[config.mk]
export PLATFORM = sky130hd
export DESIGN_NAME = relm_fifo_mc_io_flat
export DESIGN_NICKNAME = d
export VERILOG_FILES = /design/src/rtl/relm_fifo_pkg.sv /design/src/rtl/relm_fifo_mc_io_if.sv /design/src/rtl/relm_dpmem.sv /design/src/rtl/relm_fifo_ch.sv /design/src/rtl/relm_fifo_mc_io.sv /design/src/flat_wrapper.sv
export SDC_FILE = /design/constraint.sdc
export NUM_CORES = 1
export LEC_CHECK = 0
export CORE_ASPECT_RATIO = 0.5
export CORE_UTILIZATION = 55
export DETAILED_ROUTE_END_ITERATION = 8
export PLACE_DENSITY = 0.81
export SLEW_MARGIN = 20
export SYNTH_ARGS = -nofsm -noshare
export SYNTH_HDL_FRONTEND = slang
export SYNTH_HIERARCHICAL = 1
export SYNTH_SLANG_ARGS = --single-unit
[constraint.sdc]
create_clock -name clk -period 10.57 [get_ports clk]
set_input_delay 2.114 -clock clk [delete_from_list [all_inputs] [get_ports clk]]
set_output_delay 2.114 -clock clk [all_outputs]
set_load 0.03 [all_outputs]
[src/rtl/relm_fifo_pkg.sv]
// Shared encodings and field positions for the multi-channel ReLM FIFO port.
// Command lives in the low bits of the pop word; lock bit sits at the word MSB.
package relm_fifo_pkg;

  typedef enum logic [1:0] {
    CMD_STATUS = 2'b00,
    CMD_POP    = 2'b01,
    CMD_PEEK   = 2'b10,
    CMD_FLUSH  = 2'b11
  } cmd_e;

  localparam int CMD_LSB     = 0;
  localparam int CMD_W       = 2;
  localparam int RSP_CNT_LSB = 0;

  function automatic int lock_bit_idx(input int wd);
    return wd - 1;
  endfunction

  // Watermark field sits directly above the (WAD+1)-bit count field.
  function automatic int rsp_hw_lsb(input int wad);
    return wad + 1;
  endfunction

endpackage

[src/rtl/relm_fifo_mc_io_if.sv]
// Bundled push/pop buses for all channels; slave side is the FIFO block.
interface relm_fifo_mc_io_if #(
  parameter int NCH = 2,
  parameter int WD  = 32
);
  logic [NCH*(WD+1)-1:0] push_d;
  logic [NCH-1:0]        push_retry;
  logic [NCH*(WD+1)-1:0] pop_d;
  logic [NCH*(WD+1)-1:0] pop_q;

  modport master (output push_d, output pop_d, input push_retry, input pop_q);
  modport slave  (input push_d, input pop_d, output push_retry, output pop_q);
endinterface

[src/rtl/relm_dpmem.sv]
// Simple dual-port RAM, registered read, write-first when addresses collide.
// Write-first lets a push into an empty FIFO become the head one cycle later.
module relm_dpmem #(
  parameter int WAD = 4,
  parameter int WD  = 32
) (
  input  logic           clk,
  input  logic           i_we,
  input  logic [WAD-1:0] i_wa,
  input  logic [WD-1:0]  i_wd,
  input  logic [WAD-1:0] i_ra,
  output logic [WD-1:0]  o_rd
);
  logic [WD-1:0] r_mem [2**WAD];
  logic [WD-1:0] r_rd;

  always_ff @(posedge clk) begin
    if (i_we) r_mem[i_wa] <= i_wd;
    r_rd <= (i_we && (i_wa == i_ra)) ? i_wd : r_mem[i_ra];
  end

  assign o_rd = r_rd;
endmodule

[src/rtl/relm_fifo_ch.sv]
// One FIFO channel: pointers, sticky lock, combinational pop_q/push_retry; 0-cycle response.
// Optional high-water register under RELM_FIFO_WATERMARK_EN.
module relm_fifo_ch
  import relm_fifo_pkg::*;
#(
  parameter int WAD = 4,
  parameter int WD  = 32
) (
  input  logic        clk,
  input  logic        rst_n,
  input  logic [WD:0] i_push_d,
  output logic        o_push_retry,
  input  logic [WD:0] i_pop_d,
  output logic [WD:0] o_pop_q
);
  localparam int             LOCK_IDX = lock_bit_idx(WD);
  localparam logic [WAD:0]   FULL_CNT = {1'b1, {WAD{1'b0}}};
  localparam logic [WAD:0]   PTR_ONE  = {{WAD{1'b0}}, 1'b1};

  logic [WAD:0]  r_wa, r_ra, r_lock_dummy_n;
  logic          r_lock;
  logic [WAD:0]  w_wa_nxt, w_ra_nxt, w_cnt;
  logic [WD-1:0] w_head, w_status, w_cnt_pl;
  logic          w_push_vld, w_pop_vld, w_empty, w_full;
  logic          w_do_pop, w_flush, w_push_ok;
  logic [WD-1:0] w_push_dat, w_pop_word;
  cmd_e          w_cmd;
  logic          w_unused;

  assign w_push_vld = i_push_d[WD];
  assign w_push_dat = i_push_d[WD-1:0];
  assign w_pop_vld  = i_pop_d[WD];
  assign w_pop_word = i_pop_d[WD-1:0];
  assign w_unused   = ^{w_pop_word[WD-2:CMD_LSB+CMD_W], r_lock_dummy_n};
  assign r_lock_dummy_n = '0;

  assign w_cnt    = r_wa - r_ra;
  assign w_empty  = (w_cnt == '0);
  assign w_cmd    = r_lock ? CMD_POP : cmd_e'(w_pop_word[CMD_LSB +: CMD_W]);
  assign w_do_pop = w_pop_vld && (w_cmd == CMD_POP) && !w_empty;
  assign w_flush  = w_pop_vld && (w_cmd == CMD_FLUSH);
  // A pop freeing a slot this cycle lets a push on a full FIFO through.
  assign w_full       = (w_cnt == FULL_CNT) && !w_do_pop;
  assign o_push_retry = w_push_vld && (w_full || w_flush);
  assign w_push_ok    = w_push_vld && !w_full && !w_flush;

  assign w_wa_nxt = w_push_ok ? r_wa + PTR_ONE : r_wa;
  assign w_ra_nxt = w_flush ? r_wa : (w_do_pop ? r_ra + PTR_ONE : r_ra);

  always_ff @(posedge clk or negedge rst_n) begin
    if (!rst_n) begin
      r_wa   <= '0;
      r_ra   <= '0;
      r_lock <= 1'b0;
    end else begin
      r_wa <= w_wa_nxt;
      r_ra <= w_ra_nxt;
      if (w_pop_vld && w_pop_word[LOCK_IDX]) r_lock <= 1'b1;
    end
  end

`ifdef RELM_FIFO_WATERMARK_EN
  localparam int HW_LSB = rsp_hw_lsb(WAD);
  logic [WAD:0] r_hw, w_cnt_nxt;

  assign w_cnt_nxt = w_wa_nxt - w_ra_nxt;

  always_ff @(posedge clk or negedge rst_n) begin
    if (!rst_n)                r_hw <= '0;
    else if (w_flush)          r_hw <= '0;
    else if (w_cnt_nxt > r_hw) r_hw <= w_cnt_nxt;
  end
`endif

  always_comb begin
    w_status = '0;
    w_status[RSP_CNT_LSB +: WAD+1] = w_cnt;
`ifdef RELM_FIFO_WATERMARK_EN
    w_status[HW_LSB +: WAD+1] = r_hw;
`endif
    w_cnt_pl = '0;
    w_cnt_pl[RSP_CNT_LSB +: WAD+1] = w_cnt;
  end

  always_comb begin
    o_pop_q = '0;
    if (w_pop_vld) begin
      case (w_cmd)
        CMD_STATUS:        o_pop_q = {1'b0, w_status};
        CMD_POP, CMD_PEEK: o_pop_q = w_empty ? {1'b1, {WD{1'b0}}} : {1'b0, w_head};
        CMD_FLUSH:         o_pop_q = {1'b0, w_cnt_pl};
        default:           o_pop_q = '0;
      endcase
    end
  end

  relm_dpmem #(.WAD(WAD), .WD(WD)) u_mem (
    .clk  (clk),
    .i_we (w_push_ok),
    .i_wa (r_wa[WAD-1:0]),
    .i_wd (w_push_dat),
    .i_ra (w_ra_nxt[WAD-1:0]),
    .o_rd (w_head)
  );
endmodule

[src/rtl/relm_fifo_mc_io.sv]
// NCH independent ReLM FIFO channels behind push/pop buses; responses are same-cycle.
// Optional per-channel watermark under RELM_FIFO_WATERMARK_EN; push_retry is the only backpressure.
module relm_fifo_mc_io
  import relm_fifo_pkg::*;
#(
  parameter int NCH = 2,
  parameter int WAD = 4,
  parameter int WD  = 32
) (
  input  logic               clk,
  input  logic               rst_n,
  relm_fifo_mc_io_if.slave   bus
);
  logic [NCH-1:0]        w_push_retry;
  logic [NCH*(WD+1)-1:0] w_pop_q;

  for (genvar c = 0; c < NCH; c++) begin : g_ch
    relm_fifo_ch #(.WAD(WAD), .WD(WD)) u_ch (
      .clk          (clk),
      .rst_n        (rst_n),
      .i_push_d     (bus.push_d[c*(WD+1) +: WD+1]),
      .o_push_retry (w_push_retry[c]),
      .i_pop_d      (bus.pop_d[c*(WD+1) +: WD+1]),
      .o_pop_q      (w_pop_q[c*(WD+1) +: WD+1])
    );
  end

  assign bus.push_retry = w_push_retry;
  assign bus.pop_q      = w_pop_q;
endmodule

[src/flat_wrapper.sv]
// flat-port wrapper written by rule: the top's interface ports become plain ports
module relm_fifo_mc_io_flat import relm_fifo_pkg::*;
#(
  parameter int NCH = 2,
  parameter int WAD = 4,
  parameter int WD  = 32
)
  (clk, rst_n, bus_push_d, bus_pop_d, bus_push_retry, bus_pop_q);
  relm_fifo_mc_io_if #(.NCH(NCH), .WD(WD)) bus_i ();
  input  logic clk;
  input  logic rst_n;
  input wire logic [$bits(bus_i.push_d)-1:0] bus_push_d;
  input wire logic [$bits(bus_i.pop_d)-1:0] bus_pop_d;
  output wire logic [$bits(bus_i.push_retry)-1:0] bus_push_retry;
  output wire logic [$bits(bus_i.pop_q)-1:0] bus_pop_q;
  assign bus_i.push_d = bus_push_d;
  assign bus_i.pop_d = bus_pop_d;
  assign bus_push_retry = bus_i.push_retry;
  assign bus_pop_q = bus_i.pop_q;
  relm_fifo_mc_io #(.NCH(NCH), .WAD(WAD), .WD(WD)) u_core (.clk(clk), .rst_n(rst_n), .bus(bus_i));
endmodule
==> results of run 1 <==
==> power groups by stage <==
stage / registers (uW) / logic, uW / clock network (uW)
final: 5430 / 4120 / 3180
after global routing: 5470 / 4370 / 3370
after CTS: 5430 / 4130 / 3220
after detailed placement: 5500 / 4060 / 0
after global placement: 5470 / 4000 / 0
after floorplan: 5290 / 3010 / 0
==> through the flow <==
step	cells	power (uW)	worst slack (ns)	utilization (%)	area [um2]
final	3114	12700	3.17	63.3	46500
after global routing	3114	13200	3.07	63.3	46500
after CTS	3109	12800	3.16	63.2	46400
after detailed placement	2951	9570	3.17	59.5	43600
after global placement	2951	9470	3.22	59.5	43600
after floorplan	1892	8300	4.27	-	40900
==> Yosys cell counts (all sizes together), types with 7 or more instances <==
library cell	number	area (um2)
clkbuf	40	150
and2	62	488
dfrtp	22	551
xor2	7	61.3
nor3	8	40.0
dfxtp	8	160
buf	60	423
ha	16	200
edfxtp	1024	30700
a21oi	16	80.1
mux4	256	5770
nand3b	8	60.1
nand2	95	357
inv	12	45.0
nand4	7	43.8
nand3	8	40.0
nor2	41	154
xnor2	15	131
a22oi	128	961
==> logic make-up after synthesis <==
logic type | after synthesis | share of synthesized area [%]
compound gates | 164 | 2.92
buf+inv | 112 | 1.51
fa+ha+maj | 18 | 0.587
xor+xnor | 22 | 0.471
simple gates | 262 | 3.49
flops | 1054 | 76.8
mux | 260 | 14.2
==> cell type report <==
| cell class | count | area, um2 |
|---|---|---|
| multi-input cells | 726 | 9140 |
| clock buffers | 114 | 2340 |
| well taps | 972 | 1220 |
| repair buffers | 189 | 1820 |
| clock inverters | 44 | 410 |
| fillers | 4649 | 26900 |
| flip-flops and latches | 1054 | 31500 |
| inverters | 12 | 45.0 |
| diodes | 3 | 7.51 |
==> flip-flops by register name (all words and copies together) (netlist names), named ones only <==
| name | cells |
|---|---|
| u_core/g_ch.u_ch/r_wa | 10 |
| u_core/g_ch.u_ch/r_lock | 2 |
| u_core/g_ch.u_ch/r_ra | 10 |
| u_core/g_ch.u_ch/u_mem/r_mem | 1024 |
==> metal layers <==
layer,track usage [%],routed length (um),part of all wire (%),up-vias
met5,0,24,0.027,-
met4,8.05,2370,2.7,4
met3,3.97,6470,7.3,184
met2,41.4,46500,52,991
met1,31.0,33900,38,10500
li1,-,-,-,8238
==> worst min-delay path by stage <==
stage	slack (ns)	depth (start not counted)	to
finish	0.47	1	u_core/g_ch[0].u_ch/r_lock
CTS	0.47	1	u_core/g_ch[0].u_ch/r_lock
floorplan	0.43	1	u_core/g_ch[0].u_ch/r_lock
global route	0.50	1	u_core/g_ch[1].u_ch/r_lock
detailed placement	0.46	1	u_core/g_ch[0].u_ch/r_lock
global placement	0.45	1	u_core/g_ch[0].u_ch/r_lock
==> worst max-delay path, cell delays in order <==
cell,delay [ns]
clkdlybuf4s50_1,0.39
or2_2,0.29
ha_1,0.41
and3b_1,0.82
buf_4,0.39
and2_4,0.18
clkdlybuf4s50_1,0.67
==> reports/metrics.yaml, run 1 <==
nets: 2224
rr_endpoint: "u_core/g_ch[0].u_ch/u_mem/r_mem[6][12]"
min_from: "u_core/g_ch[0].u_ch/r_lock"
timing.hold.ws_ns: 0.475
ir_drop_mv: 0.220
outcome: "finished clean"
ys_seq_elements: 1054
leakage_uw: 0.0148
drt-total-wl_um: 89200
fmaxAchievable_ghz: 0.135
ys_warn_count: 6
clkTransAtPathRegs_ns: 0.06
mostFrequentLayoutCell: "edfxtp_1"
die_h_um: 195
initial_utilization_pct: 55.8
period_minus_slack_ns: 7.40
cp-end-kind: "output pin"
power_frac_seq_pct: 42.6
worstReg2RegStart: "u_core/g_ch[0].u_ch/r_wa[0]"
async_flop_share_pct: 2.09
core_um2: 73400
synthToLayoutAreaGrowth_pct: 13.5
setup_tns_ns: 0
syn_avg_cell_area_um2: 21.6
drc: 0
cp-start-kind: "input port"
grt_usage_pct: 23.9
dieArea_um2: 75600
hold_violations: 0
slew-limit-headroom_pct: 27.7
cp_max_fo: 14
clock_path_buffers: 3
drive_gt1_share_pct: 23.9
slew_viol_final: 0
ios: 202
gr-total-overflow: 0
drtIter0Drc: 2087
drv_cap: 0
p_int_uw: 8670
arrival_ns: 5.28
power.density_nw_per_um2: 274
r2r_slack_ns: 5.98
synth-seq-area-share_pct: 76.8
syn_area_um2: 40900
cts.sinks: 1054
ant_nets: 0
cts.htree.levels: 3
cp.required_ns: 8.46
p_comb_share_pct: 32.4
clk_latency_ns: 0.67
hold_class: "flop to flop"
gp_congestion: 0.790
cts-root-buf: "clkbuf_16"
finalClockSkew_ns: 0.0193
postSynthNetCount: 2044
crit_start: "bus_pop_d[33]"
criticalPathCategory: "input port to output pin"
cts.repair.resized: 0
dp_hpwl_um: 42400
numCtsBuffers: 89
firstDrtPassIters: 5
routed_wire_length_per_instance_um: 28.6
finalSetupViolCount: 0
die-width_um: 388
ys.flop_type: "edfxtp_1"
yosysUniqueCellTypes: 45
rsz0062_at_grt: "false"
post-route-period-util_pct: 70.0
grt_pass1_vias: 20700
swShare_pct: 31.9
synth_cells: 1892
clkPwrFrac_pct: 25.0
worst_slew_pin_slew_ns: 1.08
grt_max_degree: 129
grt_pass1_wl_um: 132000
post-cts-setup-buffers: 0
final_cell_mix: "1024 x edfxtp_1, 256 x mux4_2, 142 x clkdlybuf4s50_1"
reg2regPathDepth: 11
drt-vias-per-instance: 6.39
row_count: 70
crit_end: "bus_pop_q[60]"
cts_tree: "built"
synth-edff-count: 1024
hold_buffers: 0
via_count: 19900
grt_antenna_before_repair: 5
p_switching_uw: 4060
io_buffers: 143
Power figures use the tool's default switching activity.
==> inputs of run 2 (changes only) <==
==> constraint.sdc (replaced) <==
create_clock -name clk -period 7.6 [get_ports clk]
set_input_delay 1.52 -clock clk [delete_from_list [all_inputs] [get_ports clk]]
set_output_delay 1.52 -clock clk [all_outputs]
set_load 0.03 [all_outputs]
==> reports/metrics.yaml, run 2 (same netlist as run 1, synthesis figures left out) <==
grt_max_degree: 68  # was 129
period_minus_slack_ns: 6.14
via_count: 19900  # about the same
drive_gt1_share_pct: 24.7  # was 23.9%
grt_usage_pct: 23.9  # about the same
nets: 2228  # was 2224
grt_pass1_wl_um: 132000  # about the same
outcome: "finished clean"  # unchanged
numCtsBuffers: 88  # was 89
clk_latency_ns: 0.66  # was 0.67 ns
drtIter0Drc: 2152  # was 2087
io_buffers: 143  # unchanged
cp-end-kind: "output pin"  # unchanged
pre_cts_ws_ns: 1.45  # was 3.17 ns
fin_area_um2: 46600  # was 46500 um2
worst_slew_pin_slew_ns: 1.15  # was 1.08 ns
drt-total-wl_um: 88600  # was 89200 um
die-width_um: 388  # unchanged
crit_chain: "clkdlybuf4s50_1 > or2_2 > ha_1 > and3b_1 > buf_4 > and2_1 > clkdlybuf4s50_1"  # was clkdlybuf4s50_1 > or2_2 > ha_1 > and3b_1 > buf_4 > and2_4 > clkdlybuf4s50_1
wl_met1_um: 33400  # was 33900 um
firstDrtPassIters: 7  # was 5
diodes: 0  # was 3
utilization_pct: 63.6  # was 63.3%
ios: 202  # unchanged
criticalPathCategory: "input port to output pin"  # unchanged
cp-start-kind: "input port"  # unchanged
cts.repair.resized: 0  # unchanged
slew-limit-headroom_pct: 23.2  # was 27.7%
cp_max_fo: 17  # was 14
dieArea_um2: 75600  # unchanged
post-cts-setup-buffers: 0  # unchanged
row_count: 70  # unchanged
drv_cap: 0  # unchanged
finalClockSkew_ns: 0.0293  # was 0.0193 ns
cp_common_cell: "clkdlybuf4s50_1"  # unchanged
core_um2: 73400  # unchanged
drt-vias-per-instance: 6.38  # was 6.39
cts_tree: "built"  # unchanged
routed_wire_length_per_instance_um: 28.4  # was 28.6 um
mostFrequentLayoutCell: "edfxtp_1"  # unchanged
crit_start: "bus_pop_d[0]"  # was bus_pop_d[33]
ir_drop_mv: 0.273  # was 0.220 mV
synthToLayoutAreaGrowth_pct: 13.9  # was 13.5%
grt_antenna_before_repair: 2  # was 5
post-route-period-util_pct: 80.8
slew_viol_final: 0  # unchanged
hold_class: "flop to flop"  # unchanged
cp.required_ns: 6.08  # was 8.46 ns
fmaxAchievable_ghz: 0.163
clkTransAtPathRegs_ns: 0.06  # about the same
gr-total-overflow: 0  # unchanged
ant_nets: 0  # unchanged
min_from: "u_core/g_ch[0].u_ch/r_lock"  # unchanged
reg_top3: "u_core/g_ch.u_ch/u_mem/r_mem x1024, u_core/g_ch.u_ch/r_ra x10, u_core/g_ch.u_ch/r_wa x10"  # unchanged
gp_congestion: 0.793  # was 0.790
cts.htree.levels: 3  # unchanged
clock_path_buffers: 3  # unchanged
slowest_delay_ns: 0.68  # was 0.82 ns
final_cell_mix: "1024 x edfxtp_1, 256 x mux4_2, 142 x clkdlybuf4s50_1"  # unchanged
placed_area_um2: 43700  # was 43600 um2
worstReg2RegStart: "u_core/g_ch[0].u_ch/r_wa[0]"  # unchanged
power.density_nw_per_um2: 382  # was 274 nW/um2
hold_violations: 0  # unchanged
die_h_um: 195  # unchanged
cts-root-buf: "clkbuf_16"  # unchanged
worst_slack_ns: 1.46  # was 3.17 ns
dp_hpwl_um: 44500  # was 42400 um
leakage_uw: 0.0149  # was 0.0148 uW
wl_met2_um: 46500  # about the same
grt_pass1_vias: 20400  # was 20700
top_layer: "met5"  # unchanged
rsz0062_at_grt: "false"  # unchanged
regMostFlops: "u_core/g_ch.u_ch/u_mem/r_mem"  # unchanged
finalSetupViolCount: 0  # unchanged
hold_buffers: 0  # unchanged
cp_slowest_cell: "and3b_1"  # unchanged
arrival_ns: 4.62  # was 5.28 ns
cts.sinks: 1054  # unchanged
largest_reg_flops: 1024  # unchanged
setup_tns_ns: 0  # unchanged
initial_utilization_pct: 55.8  # unchanged
power_uw: 17800  # was 12700 uW
drc: 0  # unchanged
route.met3.wl_um: 6620  # was 6470 um
-- run 2: cell count changes in the layout (fill, tap and decap cells not counted), sizes merged --
cell      before  now
buf           47   52
clkinv        35   30
clkbuf       114  118
bufinv         6    7
clkinvlp       0    1
inv           15   18
diode          3    0
-- run 2: layout make-up --
| class | instances | area [um2] |
|---|---|---|
| well taps | 972 | 1220 |
| repair buffers | 194 | 1920 |
| inverters | 12 | 45.0 |
| clock buffers | 118 | 2400 |
| multi-input cells | 726 | 9140 |
| fillers | 4648 | 26800 |
| flip-flops and latches | 1054 | 31500 |
| clock inverters | 44 | 455 |
-- run 2: routing by layer --
layer	track usage (%)	vias up
met2	41.3	1007
met4	6.70	4
met5	0	-
met3	3.85	159
li1	-	8232
met1	31.7	10500
-- run 2: per-stage QoR --
step	hold WS [ns]	instances
floorplan	0.433	1892
global placement	0.446	2955
detailed placement	0.461	2955
CTS	0.476	3117
global route	0.498	3120
finish	0.478	3120
-- run 2: final timing paths --
kind	cells past startpoint	slack [ns]	endpoint
hold / removal	1	0.48	u_core/g_ch[0].u_ch/r_lock
min in group asynchronous	1	0.85	u_core/g_ch[0].u_ch/r_ra[4]
setup / recovery	7	1.46	bus_pop_q[8]
setup reg to reg	11	2.94	u_core/g_ch[0].u_ch/u_mem/r_mem[1][15]
hold reg to reg	1	0.48	u_core/g_ch[0].u_ch/r_lock
max in group asynchronous	1	6.38	u_core/g_ch[1].u_ch/r_wa[2]
-- run 2: power breakdown --
group	leakage [uW]	internal, uW	switching, uW
combinational	0.00389	2600	3130
clock	0.00140	2480	2030
sequential	0.00957	7080	501
total	0.0149	12200	5660
-- run 2: worst max-delay path: cells and delay by family --
kind,cells,cell delay [ns]
buffers and inverters,3,1.50
and+or+nand+nor,3,1.18
adders and majority gates,1,0.41
==> inputs of run 3 (changes only) <==
==> constraint.sdc (replaced) <==
create_clock -name clk -period 6.01 [get_ports clk]
set_input_delay 1.202 -clock clk [delete_from_list [all_inputs] [get_ports clk]]
set_output_delay 1.202 -clock clk [all_outputs]
set_load 0.03 [all_outputs]
==> reports/metrics.yaml, run 3 (same netlist as run 1, synthesis figures left out) <==
outcome: "finished clean"  # unchanged
post-route-period-util_pct: 91.7
worst_slew_pin_slew_ns: 1.12  # was 1.15 ns
ios: 202  # unchanged
cts.sinks: 1054  # unchanged
utilization_pct: 63.7  # was 63.6%
setup_tns_ns: 0  # unchanged
drtIter0Drc: 2314  # was 2152
slew-limit-headroom_pct: 25.6  # was 23.2%
die_h_um: 195  # unchanged
io_buffers: 143  # unchanged
ff_latch_area_um2: 31500  # unchanged
clkTransAtPathRegs_ns: 0.07  # was 0.06 ns
regMostFlops: "u_core/g_ch.u_ch/u_mem/r_mem"  # unchanged
drt-total-wl_um: 91500  # was 88600 um
worst_slack_ns: 0.496  # was 1.46 ns
die-width_um: 388  # unchanged
hold_buffers: 0  # unchanged
post-place-cells: 2969  # was 2955
core_um2: 73400  # unchanged
slew_viol_final: 0  # unchanged
path_buf_inv: 4  # was 3
post-cts-setup-buffers: 0  # unchanged
row_count: 70  # unchanged
drive_gt1_share_pct: 25.0  # was 24.7%
largest_reg_flops: 1024  # unchanged
clock_path_buffers: 3  # unchanged
ir_drop_mv: 0.302  # was 0.273 mV
r2r_slack_ns: 1.66  # was 2.94 ns
final_cells: 3133  # was 3120
power.density_nw_per_um2: 483  # was 382 nW/um2
crit_family: "buffers and inverters"  # unchanged
drv_cap: 0  # unchanged
finalClockSkew_ns: 0.0203  # was 0.0293 ns
criticalPathCategory: "flop to output pin"  # was input port to output pin
cp_common_cell: "inv_1"  # was clkdlybuf4s50_1
grt_pass1_wl_um: 134000  # was 132000 um
ant_nets: 0  # unchanged
finalSetupViolCount: 0  # unchanged
rsz0062_at_grt: "false"  # unchanged
cp.required_ns: 4.81  # was 6.08 ns
reg_top3: "u_core/g_ch.u_ch/u_mem/r_mem x1024, u_core/g_ch.u_ch/r_ra x10, u_core/g_ch.u_ch/r_wa x10"  # unchanged
gr-total-overflow: 0  # unchanged
fmaxAchievable_ghz: 0.181
cts.repair.resized: 0  # unchanged
cts.htree.levels: 3  # unchanged
numCtsBuffers: 88  # unchanged
drt-vias-per-instance: 6.43  # was 6.38
cts-root-buf: "clkbuf_16"  # unchanged
via_count: 20200  # was 19900
hold_class: "flop to flop"  # unchanged
dp_hpwl_um: 45700  # was 44500 um
period_minus_slack_ns: 5.51
nFillCells: 4637  # was 4648
hold_violations: 0  # unchanged
arrival_ns: 4.31  # was 4.62 ns
cts_tree: "built"  # unchanged
grt_pass1_vias: 20900  # was 20400
clk_latency_ns: 0.65  # was 0.66 ns
leakage_uw: 0.0149  # about the same
firstDrtPassIters: 5  # was 7
crit_chain: "inv_1 > ha_1 > inv_1 > fa_1 > nor3b_1 > nand4b_1 > a211o_1 > and3b_1 > buf_4 > and2_1 > clkdlybuf4s50_1"  # was clkdlybuf4s50_1 > or2_2 > ha_1 > and3b_1 > buf_4 > and2_1 > clkdlybuf4s50_1
final_cell_mix: "1024 x edfxtp_1, 256 x mux4_2, 142 x clkdlybuf4s50_1"  # unchanged
slowest_delay_ns: 0.61  # was 0.68 ns
initial_utilization_pct: 55.8  # unchanged
nets: 2241  # was 2228
dieArea_um2: 75600  # unchanged
drc: 0  # unchanged
cp-end-kind: "output pin"  # unchanged
cp_max_fo: 13  # was 17
grt_usage_pct: 24.4  # was 23.9%
synthToLayoutAreaGrowth_pct: 14.1  # was 13.9%
timing.hold.ws_ns: 0.482  # was 0.478 ns
mostFrequentLayoutCell: "edfxtp_1"  # unchanged
grt_antenna_before_repair: 6  # was 2
gp_congestion: 0.788  # was 0.793
cp_slowest_cell: "clkdlybuf4s50_1"  # was and3b_1
pre_cts_ws_ns: 1.06  # was 1.45 ns
cp-start-kind: "flop"  # was input port
routed_wire_length_per_instance_um: 29.2  # was 28.4 um
multi_input_area_um2: 9140  # unchanged
grt_max_degree: 72  # was 68
[run 3: changes by cell type in the layout (fill, tap and decap cells not counted), sizes merged]
cell,change
inv,-5
clkbuf,-17
clkinv,+13
buf,+13
clkinvlp,+5
bufinv,-1
diode,+5
[run 3: per-layer routing]
layer,up-vias,part of all wire [%],GRT usage [%]
met5,-,0.014,0
met4,2,2.9,9.30
met3,176,7.6,4.01
met2,1083,52,41.8
met1,10600,38,31.8
li1,8264,-,-
[run 3: worst paths after layout]
path                                        startpoint                                endpoint  depth (start not counted)
setup reg to reg           u_core/g_ch[1].u_ch/r_wa[0]  u_core/g_ch[1].u_ch/u_mem/r_mem[1][15]                         11
setup / recovery           u_core/g_ch[1].u_ch/r_wa[0]                           bus_pop_q[43]                         11
max in group asynchronous                        rst_n             u_core/g_ch[1].u_ch/r_ra[0]                          1
hold / removal              u_core/g_ch[1].u_ch/r_lock              u_core/g_ch[1].u_ch/r_lock                          1
hold reg to reg             u_core/g_ch[1].u_ch/r_lock              u_core/g_ch[1].u_ch/r_lock                          1
min in group asynchronous                        rst_n             u_core/g_ch[0].u_ch/r_wa[1]                          1
[run 3: worst reg2reg max path: cells and delay by family (launching register included)]
kind | cells | cell delay, ns
AO/OA/AOI/OAI | 1 | 0.60
XOR/XNOR | 1 | 0.28
adder cells (fa/ha/maj) | 2 | 0.59
buffers and inverters | 3 | 0.55
flip-flops | 1 | 0.53
AND/OR/NAND/NOR | 4 | 1.50
[run 3: stage by stage]
step / power (uW) / area (um2)
after floorplan: 14600 / 40900
after global placement: 16800 / 43900
after detailed placement: 17000 / 43900
after CTS: 22700 / 46700
after global routing: 23400 / 46700
final: 22600 / 46700
[run 3: layout make-up]
class,instances,share of cell area [%]
flip-flops and latches,1054,67.4
inverters,12,0.0964
clock buffers,101,4.95
clock inverters,56,0.972
well taps,972,2.60
multi-input cells,726,19.6
repair buffers,207,4.42
diodes,5,0.0268
[run 3: power by group]
group / leakage, uW / total, uW / switching (uW) / internal, uW
sequential: 0.00957 / 9650 / 701 / 8950
clock: 0.00134 / 5590 / 2570 / 3030
combinational: 0.00397 / 7320 / 3940 / 3380
total: 0.0149 / 22600 / 7210 / 15400
